<file path="src/rtl/keypad_pkg.sv">
// keypad_pkg: shared definitions for the 4x4 matrix keypad scanner.
//   state_t     - scanner FSM states (SCAN / DEBOUNCE / HELD)
//   KEY_CLEAR   - code of the '*' key (clears the numeric entry)
//   KEY_ENTER   - code of the '#' key (submits the numeric entry)
//   COL_RESET   - column drive pattern after reset (column 0 driven)
//   keymap()    - (row, col) -> 4-bit key code
//   decode_row()- {single_press, row_index} from an active-low row sample
package keypad_pkg;

  typedef enum logic [1:0] {
    SCAN     = 2'd0,
    DEBOUNCE = 2'd1,
    HELD     = 2'd2
  } state_t;

  localparam logic [3:0] KEY_CLEAR = 4'd14;
  localparam logic [3:0] KEY_ENTER = 4'd15;
  localparam logic [3:0] COL_RESET = 4'b1110;

  // Physical key layout: rows top to bottom, columns left to right.
  function automatic logic [3:0] keymap(input logic [1:0] row, input logic [1:0] col);
    logic [3:0] code;
    case ({row, col})
      4'h0:    code = 4'd1;
      4'h1:    code = 4'd2;
      4'h2:    code = 4'd3;
      4'h3:    code = 4'd10;
      4'h4:    code = 4'd4;
      4'h5:    code = 4'd5;
      4'h6:    code = 4'd6;
      4'h7:    code = 4'd11;
      4'h8:    code = 4'd7;
      4'h9:    code = 4'd8;
      4'hA:    code = 4'd9;
      4'hB:    code = 4'd12;
      4'hC:    code = KEY_CLEAR;
      4'hD:    code = 4'd0;
      4'hE:    code = KEY_ENTER;
      4'hF:    code = 4'd13;
      default: code = 4'd0;
    endcase
    return code;
  endfunction

  // Exactly one low row is a press; none or several low rows are ignored
  // (several rows means ghosting or a multi-key chord).
  function automatic logic [2:0] decode_row(input logic [3:0] rows_n);
    logic [2:0] dec;
    case (rows_n)
      4'b1110: dec = 3'b100;
      4'b1101: dec = 3'b101;
      4'b1011: dec = 3'b110;
      4'b0111: dec = 3'b111;
      default: dec = 3'b000;
    endcase
    return dec;
  endfunction

endpackage

</file>
<file path="src/rtl/keypad_if.sv">
// keypad_if: keypad pins plus the decoded key / numeric-entry outputs.
//   col_n        column drive, one-hot-low
//   row_n        row sense, active-low, asynchronous
//   key_valid    one-cycle pulse, key_code valid alongside
//   key_code     last accepted key
//   entry_val    accumulated decimal value 0-999
//   entry_digits digits entered so far 0-3
//   entry_done   one-cycle pulse on Enter with the submitted entry_val
// master = scanner side, slave = keypad hardware / consumer side.
interface keypad_if;
  logic [3:0] col_n;
  logic [3:0] row_n;
  logic       key_valid;
  logic [3:0] key_code;
  logic [9:0] entry_val;
  logic [1:0] entry_digits;
  logic       entry_done;

  modport master (
    output col_n, key_valid, key_code, entry_val, entry_digits, entry_done,
    input  row_n
  );

  modport slave (
    input  col_n, key_valid, key_code, entry_val, entry_digits, entry_done,
    output row_n
  );
endinterface

</file>
<file path="src/rtl/keypad_entry.sv">
// keypad_entry: three-digit decimal accumulator fed by accepted key codes.
//   clk, rst      clock, asynchronous active-low reset
//   key_valid     accepted-key pulse from the scanner
//   key_code      code accompanying key_valid
//   entry_val     accumulated value (0-999)
//   entry_digits  number of digits accumulated (0-3)
//   entry_done    one-cycle pulse on Enter; entry_val is the submitted value
module keypad_entry
  import keypad_pkg::*;
(
  input  logic       clk,
  input  logic       rst,
  input  logic       key_valid,
  input  logic [3:0] key_code,
  output logic [9:0] entry_val,
  output logic [1:0] entry_digits,
  output logic       entry_done
);

  logic [9:0] val_r, val_s, base_val_s;
  logic [1:0] dig_r, dig_s, base_dig_s;
  logic       done_r, done_s;

  // Next-value logic for the accumulator and the Enter pulse
  always_comb begin
    // The entry is cleared in the cycle after entry_done so the consumer
    // sees the submitted value while the pulse is high.
    if (done_r) begin
      base_val_s = 10'd0;
      base_dig_s = 2'd0;
    end else begin
      base_val_s = val_r;
      base_dig_s = dig_r;
    end
    val_s  = base_val_s;
    dig_s  = base_dig_s;
    done_s = 1'b0;
    if (key_valid) begin
      case (key_code)
        4'd0, 4'd1, 4'd2, 4'd3, 4'd4, 4'd5, 4'd6, 4'd7, 4'd8, 4'd9: begin
          if (base_dig_s < 2'd3) begin
            // x*10 as (x<<3)+(x<<1); 99*10+9 = 999 still fits 10 bits
            val_s = (base_val_s << 3) + (base_val_s << 1) + {6'd0, key_code};
            dig_s = base_dig_s + 2'd1;
          end else begin
            val_s = base_val_s;
          end
        end
        KEY_CLEAR: begin
          val_s = 10'd0;
          dig_s = 2'd0;
        end
        KEY_ENTER: begin
          done_s = 1'b1;
        end
        default: begin
          val_s = base_val_s;
        end
      endcase
    end else begin
      done_s = 1'b0;
    end
  end

  // Accumulator registers
  always_ff @(posedge clk or negedge rst) begin
    if (!rst) begin
      val_r  <= 10'd0;
      dig_r  <= 2'd0;
      done_r <= 1'b0;
    end else begin
      val_r  <= val_s;
      dig_r  <= dig_s;
      done_r <= done_s;
    end
  end

  assign entry_val    = val_r;
  assign entry_digits = dig_r;
  assign entry_done   = done_r;

endmodule

</file>
<file path="src/rtl/keypad_scanner.sv">
// keypad_scanner: scans a 4x4 active-low matrix keypad, debounces presses
// and releases, reports one key code per press and accumulates decimal
// entry through keypad_entry.
//   clk, rst  clock, asynchronous active-low reset
//   kp        keypad_if.master (col_n out, row_n in, key/entry outputs)
// Build option: define KEYPAD_REPEAT_EN to enable auto-repeat while a key
// is held (REPEAT_DELAY ticks to the first repeat, then every REPEAT_RATE).
module keypad_scanner
  import keypad_pkg::*;
#(
  parameter int SCAN_DIV       = 100000,
  parameter int DEBOUNCE_SCANS = 4
`ifdef KEYPAD_REPEAT_EN
  ,
  parameter int REPEAT_DELAY   = 500,
  parameter int REPEAT_RATE    = 100
`endif
) (
  input  logic     clk,
  input  logic     rst,
  keypad_if.master kp
);

  localparam int DIV_W = (SCAN_DIV > 1) ? $clog2(SCAN_DIV) : 1;
  localparam int CNT_W = $clog2(DEBOUNCE_SCANS + 1);
  localparam logic [DIV_W-1:0] DIV_LAST = DIV_W'(SCAN_DIV - 1);
  localparam logic [CNT_W-1:0] DB_LAST  = CNT_W'(DEBOUNCE_SCANS);

  logic [3:0]       row_meta_r, row_sync_r;
  logic [DIV_W-1:0] div_r;
  logic             tick_s;
  logic [2:0]       dec_s;
  logic             press_s;
  logic [1:0]       press_row_s;

  state_t           state_r, state_s;
  logic [1:0]       col_r, col_s;
  logic [1:0]       row_r, row_s;
  logic [CNT_W-1:0] cnt_r, cnt_s, cnt_inc_s;
  logic             key_valid_r, key_valid_s;
  logic [3:0]       key_code_r, key_code_s;
  logic             accept_s;

`ifdef KEYPAD_REPEAT_EN
  localparam int REP_MAX = (REPEAT_DELAY > REPEAT_RATE) ? REPEAT_DELAY : REPEAT_RATE;
  localparam int REP_W   = $clog2(REP_MAX + 1);
  logic [REP_W-1:0] rep_cnt_r, rep_cnt_s, rep_next_s;
  logic             rep_first_r, rep_first_s;
`endif

  assign tick_s      = (div_r == DIV_LAST);
  assign dec_s       = decode_row(row_sync_r);
  assign press_s     = dec_s[2];
  assign press_row_s = dec_s[1:0];
  assign cnt_inc_s   = cnt_r + CNT_W'(1);

  // Row synchronizer and column-dwell divider
  always_ff @(posedge clk or negedge rst) begin
    if (!rst) begin
      row_meta_r <= 4'hF;
      row_sync_r <= 4'hF;
      div_r      <= {DIV_W{1'b0}};
    end else begin
      row_meta_r <= kp.row_n;
      row_sync_r <= row_meta_r;
      div_r      <= tick_s ? {DIV_W{1'b0}} : div_r + DIV_W'(1);
    end
  end

  // Scanner FSM next-state and output logic
  always_comb begin
    state_s     = state_r;
    col_s       = col_r;
    row_s       = row_r;
    cnt_s       = cnt_r;
    key_valid_s = 1'b0;
    key_code_s  = key_code_r;
    accept_s    = 1'b0;
`ifdef KEYPAD_REPEAT_EN
    rep_cnt_s   = rep_cnt_r;
    rep_first_s = rep_first_r;
    rep_next_s  = rep_cnt_r + REP_W'(1);
`endif
    case (state_r)
      SCAN: begin
        if (tick_s) begin
          if (press_s) begin
            row_s = press_row_s;
            cnt_s = CNT_W'(1);
            if (DB_LAST == CNT_W'(1)) begin
              accept_s = 1'b1;
            end else begin
              state_s = DEBOUNCE;
            end
          end else begin
            col_s = col_r + 2'd1;
          end
        end else begin
          state_s = SCAN;
        end
      end
      DEBOUNCE: begin
        if (tick_s) begin
          if (press_s && (press_row_s == row_r)) begin
            if (cnt_inc_s == DB_LAST) begin
              accept_s = 1'b1;
            end else begin
              cnt_s = cnt_inc_s;
            end
          end else begin
            // Bounce or a different row: abandon and move on
            state_s = SCAN;
            cnt_s   = {CNT_W{1'b0}};
            col_s   = col_r + 2'd1;
          end
        end else begin
          state_s = DEBOUNCE;
        end
      end
      HELD: begin
        if (tick_s) begin
          // cnt_r is reused here as the consecutive-release counter
          if (row_sync_r == 4'hF) begin
            if (cnt_inc_s == DB_LAST) begin
              state_s = SCAN;
              cnt_s   = {CNT_W{1'b0}};
              col_s   = col_r + 2'd1;
            end else begin
              cnt_s = cnt_inc_s;
            end
          end else begin
            cnt_s = {CNT_W{1'b0}};
          end
`ifdef KEYPAD_REPEAT_EN
          if (state_s == HELD) begin
            if ((!rep_first_r && rep_next_s == REP_W'(REPEAT_DELAY)) ||
                ( rep_first_r && rep_next_s == REP_W'(REPEAT_RATE))) begin
              key_valid_s = 1'b1;
              rep_cnt_s   = {REP_W{1'b0}};
              rep_first_s = 1'b1;
            end else begin
              rep_cnt_s = rep_next_s;
            end
          end else begin
            rep_cnt_s = {REP_W{1'b0}};
          end
`endif
        end else begin
          state_s = HELD;
        end
      end
      default: begin
        state_s = SCAN;
        cnt_s   = {CNT_W{1'b0}};
      end
    endcase

    if (accept_s) begin
      state_s     = HELD;
      cnt_s       = {CNT_W{1'b0}};
      key_valid_s = 1'b1;
      key_code_s  = keymap(row_s, col_r);
`ifdef KEYPAD_REPEAT_EN
      rep_cnt_s   = {REP_W{1'b0}};
      rep_first_s = 1'b0;
`endif
    end else begin
      key_valid_s = key_valid_s;
    end
  end

  // Scanner FSM state and registered key outputs
  always_ff @(posedge clk or negedge rst) begin
    if (!rst) begin
      state_r     <= SCAN;
      col_r       <= 2'd0;
      row_r       <= 2'd0;
      cnt_r       <= {CNT_W{1'b0}};
      key_valid_r <= 1'b0;
      key_code_r  <= 4'd0;
`ifdef KEYPAD_REPEAT_EN
      rep_cnt_r   <= {REP_W{1'b0}};
      rep_first_r <= 1'b0;
`endif
    end else begin
      state_r     <= state_s;
      col_r       <= col_s;
      row_r       <= row_s;
      cnt_r       <= cnt_s;
      key_valid_r <= key_valid_s;
      key_code_r  <= key_code_s;
`ifdef KEYPAD_REPEAT_EN
      rep_cnt_r   <= rep_cnt_s;
      rep_first_r <= rep_first_s;
`endif
    end
  end

  // Column index 0 maps onto COL_RESET; rotating left walks the low bit up.
  assign kp.col_n     = ~(~COL_RESET << col_r);
  assign kp.key_valid = key_valid_r;
  assign kp.key_code  = key_code_r;

  keypad_entry u_entry (
    .clk          (clk),
    .rst          (rst),
    .key_valid    (key_valid_r),
    .key_code     (key_code_r),
    .entry_val    (kp.entry_val),
    .entry_digits (kp.entry_digits),
    .entry_done   (kp.entry_done)
  );

endmodule
</file>
<file path="src/flat_wrapper.sv">
// flat-port wrapper written by rule: the top's interface ports become plain ports
module keypad_scanner_flat import keypad_pkg::*;
#(
  parameter int SCAN_DIV       = 100000,
  parameter int DEBOUNCE_SCANS = 4

)
  (clk, rst, kp_col_n, kp_key_valid, kp_key_code, kp_entry_val, kp_entry_digits, kp_entry_done, kp_row_n);
  keypad_if kp_i ();
  input  logic clk;
  input  logic rst;
  output wire logic [$bits(kp_i.col_n)-1:0] kp_col_n;
  output wire logic [$bits(kp_i.key_valid)-1:0] kp_key_valid;
  output wire logic [$bits(kp_i.key_code)-1:0] kp_key_code;
  output wire logic [$bits(kp_i.entry_val)-1:0] kp_entry_val;
  output wire logic [$bits(kp_i.entry_digits)-1:0] kp_entry_digits;
  output wire logic [$bits(kp_i.entry_done)-1:0] kp_entry_done;
  input wire logic [$bits(kp_i.row_n)-1:0] kp_row_n;
  assign kp_col_n = kp_i.col_n;
  assign kp_key_valid = kp_i.key_valid;
  assign kp_key_code = kp_i.key_code;
  assign kp_entry_val = kp_i.entry_val;
  assign kp_entry_digits = kp_i.entry_digits;
  assign kp_entry_done = kp_i.entry_done;
  assign kp_i.row_n = kp_row_n;
  keypad_scanner #(.SCAN_DIV(SCAN_DIV), .DEBOUNCE_SCANS(DEBOUNCE_SCANS)) u_core (.clk(clk), .rst(rst), .kp(kp_i));
endmodule
</file>
<file path="config.mk">
export PLATFORM = sky130hd
export DESIGN_NAME = keypad_scanner_flat
export DESIGN_NICKNAME = d
export VERILOG_FILES = /design/src/rtl/keypad_pkg.sv /design/src/rtl/keypad_if.sv /design/src/rtl/keypad_entry.sv /design/src/rtl/keypad_scanner.sv /design/src/flat_wrapper.sv
export SDC_FILE = /design/constraint.sdc
export NUM_CORES = 1
export LEC_CHECK = 0
export ABC_AREA = 1
export CORE_MARGIN = 2
export CORE_UTILIZATION = 50
export DETAILED_ROUTE_END_ITERATION = 12
export GPL_TIMING_DRIVEN = 1
export PLACE_DENSITY = 0.68
export RECOVER_POWER = 50
export REMOVE_ABC_BUFFERS = 1
export SYNTH_ARGS = -nofsm -noshare
export SYNTH_HDL_FRONTEND = slang
export SYNTH_SLANG_ARGS = --single-unit
</file>
<file path="constraint.sdc">
create_clock -name clk -period 3.4 [get_ports clk]
set_input_delay 0.85 -clock clk [delete_from_list [all_inputs] [get_ports clk]]
set_output_delay 0.85 -clock clk [all_outputs]
set_load 0.01 [all_outputs]
</file>
[Word-level counts from Yosys, hierarchy flattened]
Memories as Yosys holds them, arrays and structs flattened. A register that Yosys moved wholly into a read port is not among the register bits.
Cells that the tools add are included.
Widths: inputs -> output; s select.
Storage, ports and cells
  logic and storage cells: 114
  ROM bits: 64
  memories: 1
  register bits: 48
  output and inout port bits: 22
  bits of input ports: 6
Memory list
  (name not given): depth 16, bits a word 4, read ports 1, clocked after memory_dff 1, write ports 0, RTL line keypad_pkg.sv:23  | case ({row, col})
Cells by class
  bitwise gates (word level): 1
  equal/unequal tests: 37
  shift-type cells: 1
  mux-type cells: 47
  add/sub/neg operators: 6
  magnitude comparators: 1
  reductions and logical operators: 9
Operators by type and width (number)
  $mux 2: 21
  $eq 4x4->1 const B: 8
  $mux 10: 3
  $mux 3: 9
  $eq 4x3->1 const B: 5
  $pmux 10 s2: 1
  $add 17x1->17 const B: 1
  $eq 17x17->1 const B: 1
  $mux 17: 1
  $ne 4x4->1 const B: 4
  $ne 3x1->1 const B: 4
  $pmux 2 s3: 2
  $pmux 3 s4: 1
  $add 10x10->10: 1
  $add 10x4->10: 1
  $ne 2x1->1 const B: 5
  $reduce_or 10->1: 1
  $pmux 3 s3: 1
  $eq 4x2->1 const B: 2
  $reduce_and 8->1: 1
  $mux 1: 7
  $reduce_and 5->1: 1
  $add 2x1->2 const B: 2
  $eq 4x1->1 const B: 1
  17 further kinds: 18

[Logic depth before layout (Yosys ltp)]
  depth in word-level cells: 9
  depth in mapped cells: 19
  gate-level depth less buffers: 19

[Cells and area by module]
Synthesis repeated with hierarchy kept, for this count alone.
Unflattened totals
  cells, all modules: 480
  area total of the unflattened synthesis: 3503.4 um^2
Modules (own cells, without submodules)
  keypad_scanner: cells an instance 301, seq. area each 985.9 um^2, area each 2287.2 um^2, times used 1
  keypad_entry: cells an instance 179, seq. area each 325.3 um^2, area each 1216.2 um^2, times used 1

[Least setup slack after synthesis]
No wires, ideal clock.
  path kind: flip-flop to flip-flop
  start: register u_core.u_entry.done_r, in the netlist u_core.u_entry.entry_done
  end: register u_core.u_entry.val_r[8], in the netlist u_core.u_entry.entry_val[8]
  cell stages (with the launch flop): 17
  required time: 3.283 ns
  buffers on the path: 0
  data arrival time: 2.458 ns
  clock period less this slack: 2.576 ns
  path slack: 0.824 ns
  library setup time: 0.117 ns
  cell sequence: dfrtp_1 -> clkinv_1 -> nand2_1 -> inv_1 -> nor2_1 -> a21oi_1 -> ha_1 -> inv_1 -> fa_1 -> o21ai_0 -> nand2_1 -> nand2_1 -> a21oi_1 -> xor2_1 -> nand2_1 -> nand2_1 -> nand2_1
On the way
  word-level cells in the longest chain between the ends: 6
  elaborated cells between the ends (all ways): 8
  those cells by class: 2 x add/sub; 1 x order compare; 5 x mux
RTL lines
  start, declared: RTL line keypad_entry.sv:22  | logic done_r, done_s;
  start signal, assigned: RTL line keypad_entry.sv:74  | done_r <= done_s;
  $mux 10: RTL line keypad_entry.sv:28  | if (done_r) begin
  $add 10x10->10: RTL line keypad_entry.sv:43  | val_s = (base_val_s << 3) + (base_val_s << 1) + {6'd0, key_code};
  $add 10x4->10: RTL line keypad_entry.sv:43
  $mux 10: RTL line keypad_entry.sv:41  | if (base_dig_s < 2'd3) begin
  $pmux 10 s2: RTL line keypad_entry.sv:39  | case (key_code)
  $mux 10 (*): RTL line keypad_entry.sv:38  | if (key_valid) begin
  net u_core.u_entry.val_s[8]: RTL line keypad_entry.sv:20  | logic [9:0] val_r, val_s, base_val_s;
  end signal, assigned: RTL line keypad_entry.sv:72  | val_r <= val_s;
  end, declared: RTL line keypad_entry.sv:20
Mark *: on every way through the listed nets, which the timed path passes. The rest lies on a longest branch.
A chain may end at the register's enable or synchronous reset.

[Worst setup path in the final report]
Same ends and word-level chain as after synthesis.

==> summary.txt <==
STA
  – Setup TNS: 0 ps
  – RSZ-0062 raised after global routing: false
  – Worst rel slew slack: between 20% and 30%
  – Period utilization: between 80% and 90%
  – Final Critical Period: between 2000 and 3000 ps
  – Max Clk Rate: around 0.35 GHz
  – Final hold violation count: 0
  – Slew @ Worst Pin: approximately 1100 ps
  – Final setup violation count: 0
  – Clock skew: roughly 13 ps
  – Final-report max-slew violation count: 0

GRT
  – Wire length of the first global-routing pass: about 12000 um
  – Total gr overflow: 0
  – Total Routing Usage GR: 19.7%
  – Vias in the first global route: between 2000 and 3000
  – Antenna violations before repair: 0
  – Largest net degree at the start of global routing: 49

Synthesis
  – Post-Syn Instances: roughly 440
  – Post-synthesis compound-gate area fraction: around 9.9%
  – Netlist cell types: 39
  – Sequential area share after synthesis: 38.1%
  – Ys async rst share: between 90% and 100%
  – Synth Area in XOR/XNOR: 2.29%
  – Ys Warns: 0
  – Synth Area in Simple Gates: between 30% and 40%
  – Syn avg cell area: about 7.8 um^2
  – Multiplexer area fraction after synthesis: less than 1%
  – Mapped Area: about 3400 um^2
  – Largest family of logic cells by synthesized area: simple AND/OR/NAND/NOR gates
  – Synth Flop Type: dfrtp_1
  – Post-synth EDFFs: 0
  – Adder-cell share of the synthesized area: 8.94%
  – Synth Register Bits: 52

Power and ir drop
  – Peak supply drop: between 0.15 and 0.2 mV
  – LEAKAGE: approximately 2.0 nW
  – Total power: between 0.001 and 0.0015 W
  – Power Density: 266 nW/um^2

CTS
  – Worst-path clk slew: roughly 100 ps
  – TritonCTS buffer count: 5
  – CTS tree: yes
  – Post-CTS Setup Inserts: 0
  – Clock Sinks: 52
  – Clk buf depth: 2
  – Hold Buf Count CTS: 0
  – Clk root buf: clkbuf_8
  – Post-CTS sizing: 0
  – Worst-Skew Late Latency: about 310 ps
  – CTS H-tree lvls: 2

Floorplanning
  – Die area: 7560 um^2
  – Die width: 87.0 um
  – Number of placement rows: 30
  – Area of the core: between 6000 and 7000 um^2
  – Chip height: approximately 87 um
  – Top Ports: 28
  – Starting Density: 51.2%

Finish
  – Fin nets: between 500 and 600
  – Multi-input gate area: about 1800 um^2
  – Diode count: 0
  – Storage cell area: around 1300 um^2
  – Fillers: roughly 630
  – Layout area overhead: 12.9%
  – Share of cells above drive strength 1: between 10% and 20%

Routing
  – Vias per cell: slightly above 5
  – Via count: 2887
  – Routed len/inst: between 10 and 15 um
  – Drt first pass iters: 4
  – Antenna Nets Post-Route: 0
  – Post-route DRC violation count: 0
  – Final WL: 6760 um
  – 1st-iter DRT viols: about 120

Setup path
  – Reg2reg start: u_core.u_entry.entry_done
  – Reg2Reg Depth: 16
  – CP Cell Sequence: clkinv_1 -> nand2_1 -> inv_1 -> nor2_1 -> a21oi_1 -> ha_1 -> inv_1 -> fa_1 -> o21ai_0 -> nand2_1 -> nand2_1 -> a21oi_1 -> xor2_1 -> nand2_1 -> nand2_1 -> nand2_1
  – Slowest cell on crit path: fa_1
  – CP arrival: approximately 3000 ps
  – Worst reg2reg endpoint: u_core.u_entry.entry_val[8]
  – Buffers & Inverters on Critical Path: 3
  – Worst endpoint required time: around 3600 ps
  – CP endpoint kind: flip-flop
  – CP dominant cell by count: nand2_1
  – Crit path kind: reg2reg
  – Max stage delay on crit path: 450 ps
  – Reg2reg setup slack: around 560 ps
  – Crit path max fanout: 9
  – Crit-path leading delay family: adder cells
  – Startpoint types: flip-flop

Outcome
  – Status: completed

Hold path
  – Hold Path Class: reg2reg
  – Worst hold stages: 0
  – Worst Hold End: u_core.row_sync_r[2]
  – Hold path start: u_core.row_meta_r[2]

Placed design
  – RePlAce Congestion: between 0.9 and 1
  – I/O Buffers: 27
  – Detailed Place HPWL: 5180 um

Run
  – Max-cap violations: 0
[flip-flops by register name, summed over array words and instances, names as in the netlist]
register	count
u_core.cnt_r	3
u_core.col_r	2
u_core.div_r	17
u_core.kp.key_code	4
u_core.kp.key_valid	1
u_core.row_meta_r	4
u_core.row_r	2
u_core.row_sync_r	4
u_core.state_r	2
u_core.u_entry.entry_digits	2
u_core.u_entry.entry_done	1
u_core.u_entry.entry_val	10
[layer usage]
| metal | vias up | share of wire (%) | global-route usage, % | routed length, um |
|---|---|---|---|---|
| li1 | 1485 | - | - | - |
| met1 | 1330 | 48 | 26.6 | 3240 |
| met2 | 61 | 47 | 32.8 | 3180 |
| met3 | 11 | 3.5 | 3.03 | 235 |
| met4 | 0 | 1.6 | 5.68 | 108 |
| met5 | - | 0 | 0 | 0 |
[Yosys cell counts, types with 2 or more instances]
library cell	instances	area share (%)
nand2_1	95	10
inv_1	67	7.3
dfrtp_1	44	32
nor2_1	42	4.6
nand3_1	32	4.7
ha_1	23	8.4
o21ai_0	21	3.1
a21oi_1	19	2.8
inv_2	9	0.98
nand2_2	9	1.6
nor2_2	9	1.6
dfstp_2	8	6.1
nand4_1	6	1.1
o21ai_1	5	0.73
o22ai_1	5	0.91
xor2_1	5	1.3
clkinv_1	4	0.44
nand2_4	4	1.3
nor3_1	4	0.58
xnor2_1	4	1.0
nor2_4	3	0.98
a31oi_1	2	0.36
nand3_2	2	0.58
nand3b_1	2	0.44
nand4_4	2	1.2
o211ai_1	2	0.44
or2_1	2	0.36
[cell usage in the layout, fill, tap and decap left out, types with 3 or more instances in the layout]
cell             count
dlygate4sd3_1        4
clkdlybuf4s50_1     22
nand4_1              6
nor2_1              44
inv_1               68
xnor2_1              4
clkbuf_8             6
clkinv_1             4
o22ai_1              5
nor2_4               3
o21ai_0             21
nand3_1             32
nand2_2              7
nand2_1             97
nor3_1               4
nand2_4              4
inv_2                8
ha_1                23
dfstp_2              8
nor2_2               8
xor2_1               5
o21ai_1              5
dfrtp_1             44
a21oi_1             19
[kinds of logic after synthesis]
kind of cell | count (synthesis)
xor gates and xnor gates | 9
buffers and inverters | 81
adders and majority gates | 24
muxes | 1
DFF | 52
AOI/OAI and AO/OA | 59
and+or+nand+nor | 216
[cell type report]
class                      count  area share, %
clock buffer                   6           2.12
clock inverter                 2          0.257
inverter                      80           7.72
multi-input combinational    309           46.4
sequential                    52           33.7
tap                           80           2.57
timing repair buffer          29           7.21
[power breakdown]
group | internal [W] | switching, W | leakage [nW]
clock | 0.000163 | 0.000205 | 0.0510
sequential | 0.000627 | 0.00000261 | 0.685
combinational | 0.0000108 | 0.0000263 | 1.26
[per-stage QoR]
stage / hold WS (ps) / util, % / cell area, um^2 / setup WS [ps] / cells
floorplan: 345 / - / 3440 / 823 / 441
global placement: 345 / 56.8 / 3820 / 682 / 550
detailed placement: 347 / 56.8 / 3820 / 589 / 550
CTS: 360 / 58.2 / 3910 / 562 / 558
global route: 363 / 57.9 / 3890 / 315 / 558
finish: 358 / 57.9 / 3890 / 562 / 558
[how the worst max path moves through the flow]
stage,from,end,slack (ps),cells after the start
floorplan,u_core.u_entry.entry_done,u_core.u_entry.entry_val[8],820,16
detailed placement,u_core.u_entry.entry_done,u_core.u_entry.entry_val[8],590,16
CTS,u_core.u_entry.entry_done,u_core.u_entry.entry_val[8],560,16
global route,u_core.u_entry.entry_done,u_core.u_entry.entry_val[9],310,19
global placement,u_core.u_entry.entry_done,u_core.u_entry.entry_val[8],680,16
finish,u_core.u_entry.entry_done,u_core.u_entry.entry_val[8],560,16
No activity file was read; power rests on OpenSTA's default activity.
